<file path="config.mk">
export PLATFORM = sky130hd
export DESIGN_NAME = pool_sequencer
export DESIGN_NICKNAME = d
export VERILOG_FILES = /design/src/rtl/pool_sequencer.sv
export SDC_FILE = /design/constraint.sdc
export NUM_CORES = 1
export LEC_CHECK = 0
export CORE_MARGIN = 2
export CORE_UTILIZATION = 38
export CTS_CLUSTER_SIZE = 20
export DETAILED_ROUTE_END_ITERATION = 12
export SKIP_LAST_GASP = 1
export SYNTH_ARGS = -nofsm -noshare
export SYNTH_HDL_FRONTEND = slang
export SYNTH_SLANG_ARGS = --single-unit
</file>
<file path="constraint.sdc">
create_clock -name clk -period 7.55 [get_ports clk]
set_input_delay 0.755 -clock clk [delete_from_list [all_inputs] [get_ports clk]]
set_output_delay 0.755 -clock clk [all_outputs]
set_load 0.05 [all_outputs]
</file>
<file path="src/rtl/pool_sequencer.sv">
// 2x2 stride-2 signed max-pool with ReLU over the per-channel result banks.
// One read per window pixel, all lanes reduced in parallel, one compact write per window.
module pool_sequencer #(
    parameter int IMG_W    = 28,
    parameter int DATA_W   = 8,
    parameter int CHANNELS = 8,
    parameter int ADDR_W   = 10
) (
    input  logic                         clk,
    input  logic                         rst,
    input  logic                         start,
    output logic                         busy,
    output logic                         done,
    output logic                         rd_en,
    output logic [ADDR_W-1:0]            rd_addr,
    input  logic [CHANNELS*DATA_W-1:0]   rd_data,
    output logic                         wr_en,
    output logic [ADDR_W-1:0]            wr_addr,
    output logic [CHANNELS*DATA_W-1:0]   wr_data
);

    localparam int HALF = IMG_W / 2;

    localparam logic [ADDR_W-1:0] ONE      = ADDR_W'(1);
    localparam logic [ADDR_W-1:0] TWO      = ADDR_W'(2);
    localparam logic [ADDR_W-1:0] ROW_A    = ADDR_W'(IMG_W);
    localparam logic [ADDR_W-1:0] ROW_STEP = ADDR_W'(IMG_W + 2);
    localparam logic [ADDR_W-1:0] COL_LAST = ADDR_W'(HALF - 1);
    localparam logic [ADDR_W-1:0] IDX_LAST = ADDR_W'(HALF * HALF - 1);

    typedef enum logic [2:0] {
        S_IDLE,
        S_RD0,
        S_RD1,
        S_RD2,
        S_RD3,
        S_LAST,
        S_WR,
        S_DONE
    } state_e;

    typedef logic [CHANNELS-1:0][DATA_W-1:0] lanes_t;

    state_e state_q, state_d;

    logic [ADDR_W-1:0] base_q, base_d;
    logic [ADDR_W-1:0] col_q, col_d;
    logic [ADDR_W-1:0] idx_q, idx_d;
    lanes_t            max_q, max_d;

    logic                       busy_q, busy_d;
    logic                       done_q, done_d;
    logic                       rd_en_q, rd_en_d;
    logic [ADDR_W-1:0]          rd_addr_q, rd_addr_d;
    logic                       wr_en_q, wr_en_d;
    logic [ADDR_W-1:0]          wr_addr_q, wr_addr_d;
    logic [CHANNELS*DATA_W-1:0] wr_data_q, wr_data_d;

    function automatic logic [DATA_W-1:0] relu(input logic [DATA_W-1:0] v);
        return v[DATA_W-1] ? '0 : v;
    endfunction

    // State register
    always_ff @(posedge clk) begin
        if (rst) begin
            state_q <= S_IDLE;
        end else begin
            state_q <= state_d;
        end
    end

    // Next-state logic
    always_comb begin
        state_d = state_q;
        unique case (state_q)
            S_IDLE:  if (start) state_d = S_RD0;
            S_RD0:   state_d = S_RD1;
            S_RD1:   state_d = S_RD2;
            S_RD2:   state_d = S_RD3;
            S_RD3:   state_d = S_LAST;
            S_LAST:  state_d = S_WR;
            S_WR:    state_d = (idx_q == IDX_LAST) ? S_DONE : S_RD0;
            S_DONE:  state_d = S_IDLE;
            default: state_d = S_IDLE;
        endcase
    end

    // Window walk: base steps by 2 along a row, jumps a full row at the row end
    always_comb begin
        base_d = base_q;
        col_d  = col_q;
        idx_d  = idx_q;
        if (state_q == S_IDLE && start) begin
            base_d = '0;
            col_d  = '0;
            idx_d  = '0;
        end else if (state_q == S_WR) begin
            idx_d = idx_q + ONE;
            if (col_q == COL_LAST) begin
                base_d = base_q + ROW_STEP;
                col_d  = '0;
            end else begin
                base_d = base_q + TWO;
                col_d  = col_q + ONE;
            end
        end
    end

    // Read data lags rd_en by one cycle, so capture runs RD1..LAST
    always_comb begin
        max_d = max_q;
        for (int c = 0; c < CHANNELS; c++) begin
            if (state_q == S_RD1) begin
                max_d[c] = rd_data[c*DATA_W +: DATA_W];
            end else if (state_q == S_RD2 || state_q == S_RD3 ||
                         state_q == S_LAST) begin
                if ($signed(rd_data[c*DATA_W +: DATA_W]) >
                    $signed(max_q[c])) begin
                    max_d[c] = rd_data[c*DATA_W +: DATA_W];
                end
            end
        end
    end

    always_ff @(posedge clk) begin
        if (rst) begin
            base_q <= '0;
            col_q  <= '0;
            idx_q  <= '0;
            max_q  <= '0;
        end else begin
            base_q <= base_d;
            col_q  <= base_q == base_d ? col_q : col_d;
            idx_q  <= idx_d;
            max_q  <= max_d;
        end
    end

    // Output logic, decoded from the next state so every port is a flop
    always_comb begin
        busy_d    = (state_d != S_IDLE) && (state_d != S_DONE);
        done_d    = (state_d == S_DONE);
        rd_en_d   = 1'b0;
        rd_addr_d = rd_addr_q;
        wr_en_d   = 1'b0;
        wr_addr_d = wr_addr_q;
        wr_data_d = wr_data_q;
        unique case (state_d)
            S_RD0: begin
                rd_en_d   = 1'b1;
                rd_addr_d = base_d;
            end
            S_RD1: begin
                rd_en_d   = 1'b1;
                rd_addr_d = base_d + ONE;
            end
            S_RD2: begin
                rd_en_d   = 1'b1;
                rd_addr_d = base_d + ROW_A;
            end
            S_RD3: begin
                rd_en_d   = 1'b1;
                rd_addr_d = base_d + ROW_A + ONE;
            end
            S_WR: begin
                wr_en_d   = 1'b1;
                wr_addr_d = idx_d;
                for (int c = 0; c < CHANNELS; c++) begin
                    wr_data_d[c*DATA_W +: DATA_W] = relu(max_d[c]);
                end
            end
            default: begin
            end
        endcase
    end

    always_ff @(posedge clk) begin
        if (rst) begin
            busy_q    <= 1'b0;
            done_q    <= 1'b0;
            rd_en_q   <= 1'b0;
            rd_addr_q <= '0;
            wr_en_q   <= 1'b0;
            wr_addr_q <= '0;
            wr_data_q <= '0;
        end else begin
            busy_q    <= busy_d;
            done_q    <= done_d;
            rd_en_q   <= rd_en_d;
            rd_addr_q <= rd_addr_d;
            wr_en_q   <= wr_en_d;
            wr_addr_q <= wr_addr_d;
            wr_data_q <= wr_data_d;
        end
    end

    assign busy    = busy_q;
    assign done    = done_q;
    assign rd_en   = rd_en_q;
    assign rd_addr = rd_addr_q;
    assign wr_en   = wr_en_q;
    assign wr_addr = wr_addr_q;
    assign wr_data = wr_data_q;

endmodule
</file>
==> results.json, run 1 <==
{
  "placed_cells_incl_taps": 1561,
  "timing_hold_violations_final": 0,
  "clock_tree.buffer_depth": 2,
  "antenna_violating_nets_post_route": 0,
  "floorplan.die.width_um": 164,
  "final_nets": 1390,
  "final_cell_area_um2": 11900,
  "required_ps": 7910,
  "outcome": "completed",
  "detailed_route_via_count": 8554,
  "initial_utilization_pct": 38.6,
  "synth_area_leaders": "sky130_fd_sc_hd__dfxtp_1 37%, sky130_fd_sc_hd__ha_1 9.3%, sky130_fd_sc_hd__nor2_1 5.0%",
  "crit_type": "register to register",
  "grt_setup_unrepaired": "no",
  "crit_path_start": "col_q[0]",
  "final.min_clock_period_ps": 4700,
  "r2r_cells": 15,
  "vdd.ir_drop.worst_uv": 152,
  "yosys_warnings": 0,
  "synth.distinct_cells": 74,
  "max_slew.worst_pin.slew_ps": 1190,
  "fin_skew_ps": 15.4,
  "ctsResizeCount": 0,
  "timing.critical_path.slowest_cell_delay_ps": 680,
  "root_buffer": "sky130_fd_sc_hd__clkbuf_16",
  "clkSinkCount": 177,
  "synth_area_per_cell_um2": 8.54,
  "grt_first_pass_wirelength_um": 41900,
  "area.sequential_um2": 3540,
  "cp_max_fo": 7,
  "post-cts-setup-buffer-count": 0,
  "clk_latency_ps": 430,
  "min_path_type": "register to register",
  "dp_slack_ps": 2890,
  "instances_no_fill": 1595,
  "grt_pass1_vias": 8115,
  "grt_max_degree": 87,
  "synth_seq_area_share_pct": 36.6,
  "post_route_cells_drive_above_1_share_pct": 5.63,
  "wl_per_cell_um": 16.2,
  "data_arrival_at_the_endpoint_of_the_critical_path_ps": 5060,
  "worstReg2RegStart": "col_q[0]",
  "slew_headroom_pct": 20.6,
  "total_detailed_routing_wirelength_um": 25800,
  "die_y_um": 164,
  "globalRouteOverflowTotal": 0,
  "syn_to_final_growth_pct": 23.3,
  "detailedRoute.firstPassIterationCount": 8,
  "setup-tns-final_ps": 0,
  "finalSetupViolCount": 0,
  "setup.worst_path.end_class": "register",
  "fp.dieArea_um2": 26800,
  "layout.cells.most_common": "sky130_fd_sc_hd__dfxtp_1",
  "port_buffers": 146,
  "drt_drc_violations_left": 0,
  "total_cts_buffers": 17,
  "hold_depth": 2,
  "rows": 58,
  "grt_usage_pct": 19.4,
  "multiInputGateArea_um2": 5600,
  "layout_common_cells": "177 x sky130_fd_sc_hd__dfxtp_1, 145 x sky130_fd_sc_hd__clkdlybuf4s50_1, 127 x sky130_fd_sc_hd__nor2_1, 72 x sky130_fd_sc_hd__ha_1, 70 x sky130_fd_sc_hd__inv_1",
  "via_per_inst": 5.36,
  "postSynthCellCount": 1134,
  "yosys_register_bits": 177,
  "p_leak_nw": 4.54,
  "initialDrtViolationCount": 624,
  "core_area_um2": 25100,
  "syn-cell-area_um2": 9690,
  "fillers": 2499,
  "worstPathBufferInverterCount": 1,
  "cts_hold_buf": 0,
  "drv_cap": 0,
  "post-synth-top-area-cell": "sky130_fd_sc_hd__dfxtp_1",
  "power.density_cell_area_nw_per_um2": 188,
  "synthArstFlopShare_pct": 0,
  "achievable-frequency_mhz": 213,
  "slack_of_the_critical_path_ps": 2850,
  "r2r_setup_slk_ps": 2850,
  "hold_path_end": "wr_data[43]",
  "final.hold.worst_slack_ps": 454,
  "cts_tree": "done",
  "crit_slowest_cell": "sky130_fd_sc_hd__nor4_1",
  "worstReg2RegEnd": "rd_addr[9]",
  "antenna_found_initial": 4,
  "synth-edff-count": 0,
  "floorplan.io_pins": 155,
  "final.period_utilization_pct": 62.3,
  "h-tree-depth": 4,
  "start_kind": "register",
  "hp-start": "wr_data[43]",
  "post-synth-top-area-fraction_pct": 36.6,
  "critical_path.cell_chain": "ha_1, nor4b_1, nand3_1, nor4_1, fa_1, or4bb_1, o21ai_1, or2_1, ha_1, inv_1, o31ai_1, a221oi_1, a21o_1, or4_1, nand3_1",
  "clkSlewWorstSetupHoldPaths_ps": 70,
  "synth_top_flop_cell": "sky130_fd_sc_hd__dfxtp_1",
  "path_delay_family": "simple AND/OR/NAND/NOR gates",
  "finalMaxSlewViolations": 0,
  "placed_inst_area_um2": 11400,
  "place_congestion": 0.841,
  "dpl.hpwl_um": 18100
}
-- logic make-up (layout without fill, tap and decap cells) --
kind of cell | after synthesis | after routing | share of synthesized area [%]
AOI/OAI and AO/OA | 269 | 269 | 19.6
xor gates and xnor gates | 29 | 29 | 2.62
adders and majority gates | 73 | 73 | 9.51
buffers and inverters | 141 | 262 | 6.03
DFF | 177 | 177 | 36.6
muxes | 53 | 53 | 5.55
other | 1 | 11 | 0.0387
and+or+nand+nor | 391 | 391 | 20.0
-- through the flow --
stage / util, % / power [W]
5_1_grt: 47.5 / 0.00235
2_1_floorplan: - / 0.00128
6_report: 47.6 / 0.00224
3_3_place_gp: 45.3 / 0.00141
3_5_place_dp: 45.3 / 0.00141
4_1_cts: 47.5 / 0.00227
-- sequential cells by signal (all words and copies together) (netlist names) --
register / flops
max_q: 64
wr_data: 56
base_q: 10
col_q: 10
idx_q: 10
rd_addr: 10
wr_addr: 10
state_q: 3
busy: 1
done: 1
rd_en: 1
wr_en: 1
-- power breakdown --
| part | leakage, nW | total [W] | internal, W | switching [W] |
|---|---|---|---|---|
| Combinational | 2.83 | 0.000400 | 0.000157 | 0.000243 |
| Sequential | 1.43 | 0.000987 | 0.000968 | 0.0000189 |
| Clock | 0.269 | 0.000853 | 0.000460 | 0.000393 |
| Total | 4.54 | 0.00224 | 0.00158 | 0.000656 |
-- area by class of cell --
type | count | share of cell area [%]
multi-input cells | 823 | 46.9
flip-flops and latches | 177 | 29.7
repair buffers | 159 | 13.0
clock buffers | 18 | 3.59
well taps | 330 | 3.46
inverters | 72 | 2.26
clock inverters | 13 | 1.07
diodes | 3 | 0.0629
-- synthesized netlist by cell type, drive strengths merged (21+ instances only) --
library cell and number:
o21ai 62, nor2 129, dfxtp 177, nand4 25
ha 72, nand2 66, o41ai 31, a211oi 22
a21oi 58, nor3 34, clkbuf 51, mux2i 47
nor2b 21, nand3 47, inv 70
-- worst max-delay path by stage --
| stage | end | slack, ps | depth (start not counted) |
|---|---|---|---|
| after floorplan | rd_addr[9] | 3410 | 16 |
| after global placement | rd_addr[9] | 3030 | 15 |
| after detailed placement | rd_addr[9] | 2890 | 15 |
| after CTS | rd_addr[9] | 2850 | 15 |
| after global routing | rd_addr[8] | 2420 | 16 |
| final | rd_addr[9] | 2850 | 15 |
-- worst register-to-register path, delay by kind of cell, from the launching register on --
family | cells | cell delay [ps]
AOI/OAI and AO/OA | 4 | 740
adders and majority gates | 3 | 970
buffers and inverters | 1 | 80
DFF | 1 | 410
and+or+nand+nor | 7 | 2450
-- routing by layer --
| layer | GRT usage [%] | routed length [µm] |
|---|---|---|
| met5 | 0 | 13 |
| met4 | 3.71 | 216 |
| met3 | 5.41 | 1640 |
| met2 | 31.5 | 11700 |
| met1 | 26.0 | 12300 |
Note: power is estimated with default switching activity, not from simulation.
==> inputs of run 2 (changes only) <==
==> constraint.sdc (replaced) <==
create_clock -name clk -period 4 [get_ports clk]
set_input_delay 0.4 -clock clk [delete_from_list [all_inputs] [get_ports clk]]
set_output_delay 0.4 -clock clk [all_outputs]
set_load 0.05 [all_outputs]
==> results.json, run 2 (synthesis gave the netlist of run 1 again) <==
{
  "finalMaxSlewViolations": 0,
  "via_per_inst": 5.39,
  "fp.dieArea_um2": 26800,
  "max_slew.worst_pin.slew_ps": 1270,
  "place_congestion": 0.885,
  "final_nets": 1414,
  "totalPowerFinal_w": 0.00442,
  "cts_hold_buf": 0,
  "hold_depth": 2,
  "power_switching_share_pct": 28.8,
  "dpl.hpwl_um": 18800,
  "total_detailed_routing_wirelength_um": 26400,
  "finalSetupViolCount": 0,
  "power.density_cell_area_nw_per_um2": 358,
  "final.period_utilization_pct": 96.8,
  "final.min_clock_period_ps": 3870,
  "grt_max_degree": 76,
  "number_of_flip_flops_under_the_largest_register_name": 64,
  "slack_of_the_critical_path_ps": 129,
  "syn_to_final_growth_pct": 27.2,
  "grt_usage_pct": 19.7,
  "clkSlewWorstSetupHoldPaths_ps": 70,
  "met2WireLength_um": 12000,
  "clkSinkCount": 177,
  "min_path_type": "input pin to register",
  "die_y_um": 164,
  "globalRouteOverflowTotal": 0,
  "dp_slack_ps": 33.9,
  "antenna_violating_nets_post_route": 0,
  "power_frac_seq_pct": 42.3,
  "outcome": "completed",
  "met3RoutedLength_um": 1720,
  "slew_headroom_pct": 15.1,
  "grt_setup_unrepaired": "yes",
  "r2r_setup_slk_ps": 130,
  "clk_latency_ps": 440,
  "antenna_found_initial": 3,
  "floorplan.io_pins": 155,
  "max_flop_register": "max_q",
  "power.share.combinational_pct": 17.5,
  "fillers": 2460,
  "detailed_route_via_count": 8721,
  "cp_max_fo": 6,
  "vdd.ir_drop.worst_uv": 257,
  "antenna_cells": 0,
  "cts_tree": "done",
  "achievable-frequency_mhz": 258,
  "wl_per_cell_um": 16.3,
  "core_area_um2": 25100,
  "grt_pass1_vias": 8393,
  "crit_type": "register to register",
  "maxUsedRoutingLayer": "met5",
  "r2r_cells": 15,
  "layout.cells.most_common": "sky130_fd_sc_hd__dfxtp_1",
  "grt_first_pass_wirelength_um": 42400,
  "h-tree-depth": 4,
  "total_cts_buffers": 17,
  "data_arrival_at_the_endpoint_of_the_critical_path_ps": 4250,
  "p_leak_nw": 4.69,
  "root_buffer": "sky130_fd_sc_hd__clkbuf_16",
  "clock_tree.buffer_depth": 2,
  "layout_common_cells": "176 x sky130_fd_sc_hd__dfxtp_1, 145 x sky130_fd_sc_hd__clkdlybuf4s50_1, 127 x sky130_fd_sc_hd__nor2_1, 70 x sky130_fd_sc_hd__inv_1, 70 x sky130_fd_sc_hd__ha_1",
  "initial_utilization_pct": 38.6,
  "drv_cap": 0,
  "post_route_cells_drive_above_1_share_pct": 8.86,
  "required_ps": 4380,
  "drt_drc_violations_left": 0,
  "internal_power_w": 0.00314,
  "share_clk_of_total_power_pct": 40.2,
  "rows": 58,
  "p_sw_w": 0.00127,
  "port_buffers": 146,
  "detailedRoute.firstPassIterationCount": 5,
  "fin_skew_ps": 10.3,
  "start_kind": "register",
  "met1Wirelength_um": 12300,
  "initialDrtViolationCount": 489,
  "setup.worst_path.end_class": "register",
  "timing_hold_violations_final": 0,
  "floorplan.die.width_um": 164
}
==> run 2: worst paths after layout <==
check,startpoint,to
worst max-delay path,col_q[1],rd_addr[9]
worst min-delay path,rst,state_q[1]
worst max register to register,col_q[1],rd_addr[9]
worst min register to register,wr_data[0],wr_data[0]
==> run 2: layout make-up <==
class                      count  area (µm²)  share of cell area (%)
clock inverter                14         195                    1.58
timing repair buffer         183        1750                    14.2
clock buffer                  18         429                    3.48
multi-input combinational    823        5720                    46.4
inverter                      72         270                    2.19
tap                          330         413                    3.35
sequential                   177        3540                    28.8
==> run 2: what timing repair did <==
| action | CTS | global route |
|---|---|---|
| pin swaps | 0 | 13 |
| buffers inserted | 0 | 3 |
| resized for setup | 1 | 23 |
| endpoints found under the setup margin | 1 | 6 |
==> run 2: metrics by stage <==
step / setup TNS (ps) / area (µm²) / std cells / hold WS [ps] / utilization [%]
floorplan: 0 / 9720 / 1141 / 444 / -
global placement: 0 / 11600 / 1582 / 432 / 46.0
detailed placement: 0 / 11600 / 1582 / 434 / 46.0
CTS: 0 / 12200 / 1614 / 237 / 48.5
global route: -165 / 12300 / 1617 / 251 / 49.1
finish: 0 / 12300 / 1617 / 247 / 49.1
==> run 2: per-layer routing <==
layer / vias up / global-route usage, %
met2: 228 / 31.0
met5: - / 0
li1: 4382 / -
met4: 4 / 5.86
met1: 4072 / 26.2
met3: 35 / 5.66
==> run 2: power groups by stage <==
stage / combinational [W] / clock (W) / sequential (W)
2_1_floorplan: 0.000471 / 0 / 0.00195
4_1_cts: 0.000773 / 0.00182 / 0.00187
3_5_place_dp: 0.000768 / 0 / 0.00191
5_1_grt: 0.000860 / 0.00190 / 0.00188
6_report: 0.000771 / 0.00178 / 0.00187
3_3_place_gp: 0.000761 / 0 / 0.00191
==> run 2: critical path, cell delays in order (launching register included) <==
cell and delay, ps:
sky130_fd_sc_hd__dfxtp_2 340, sky130_fd_sc_hd__inv_1 60, sky130_fd_sc_hd__ha_1 140, sky130_fd_sc_hd__nor4b_2 190, sky130_fd_sc_hd__nand3_1 150, sky130_fd_sc_hd__nor4_4 290, sky130_fd_sc_hd__buf_4 190, sky130_fd_sc_hd__ha_1 310
sky130_fd_sc_hd__and3_1 250, sky130_fd_sc_hd__o21a_1 250, sky130_fd_sc_hd__xor2_2 250, sky130_fd_sc_hd__o2111ai_4 210, sky130_fd_sc_hd__or3_4 390, sky130_fd_sc_hd__a21o_1 200, sky130_fd_sc_hd__or4_1 510, sky130_fd_sc_hd__nand3_1 100
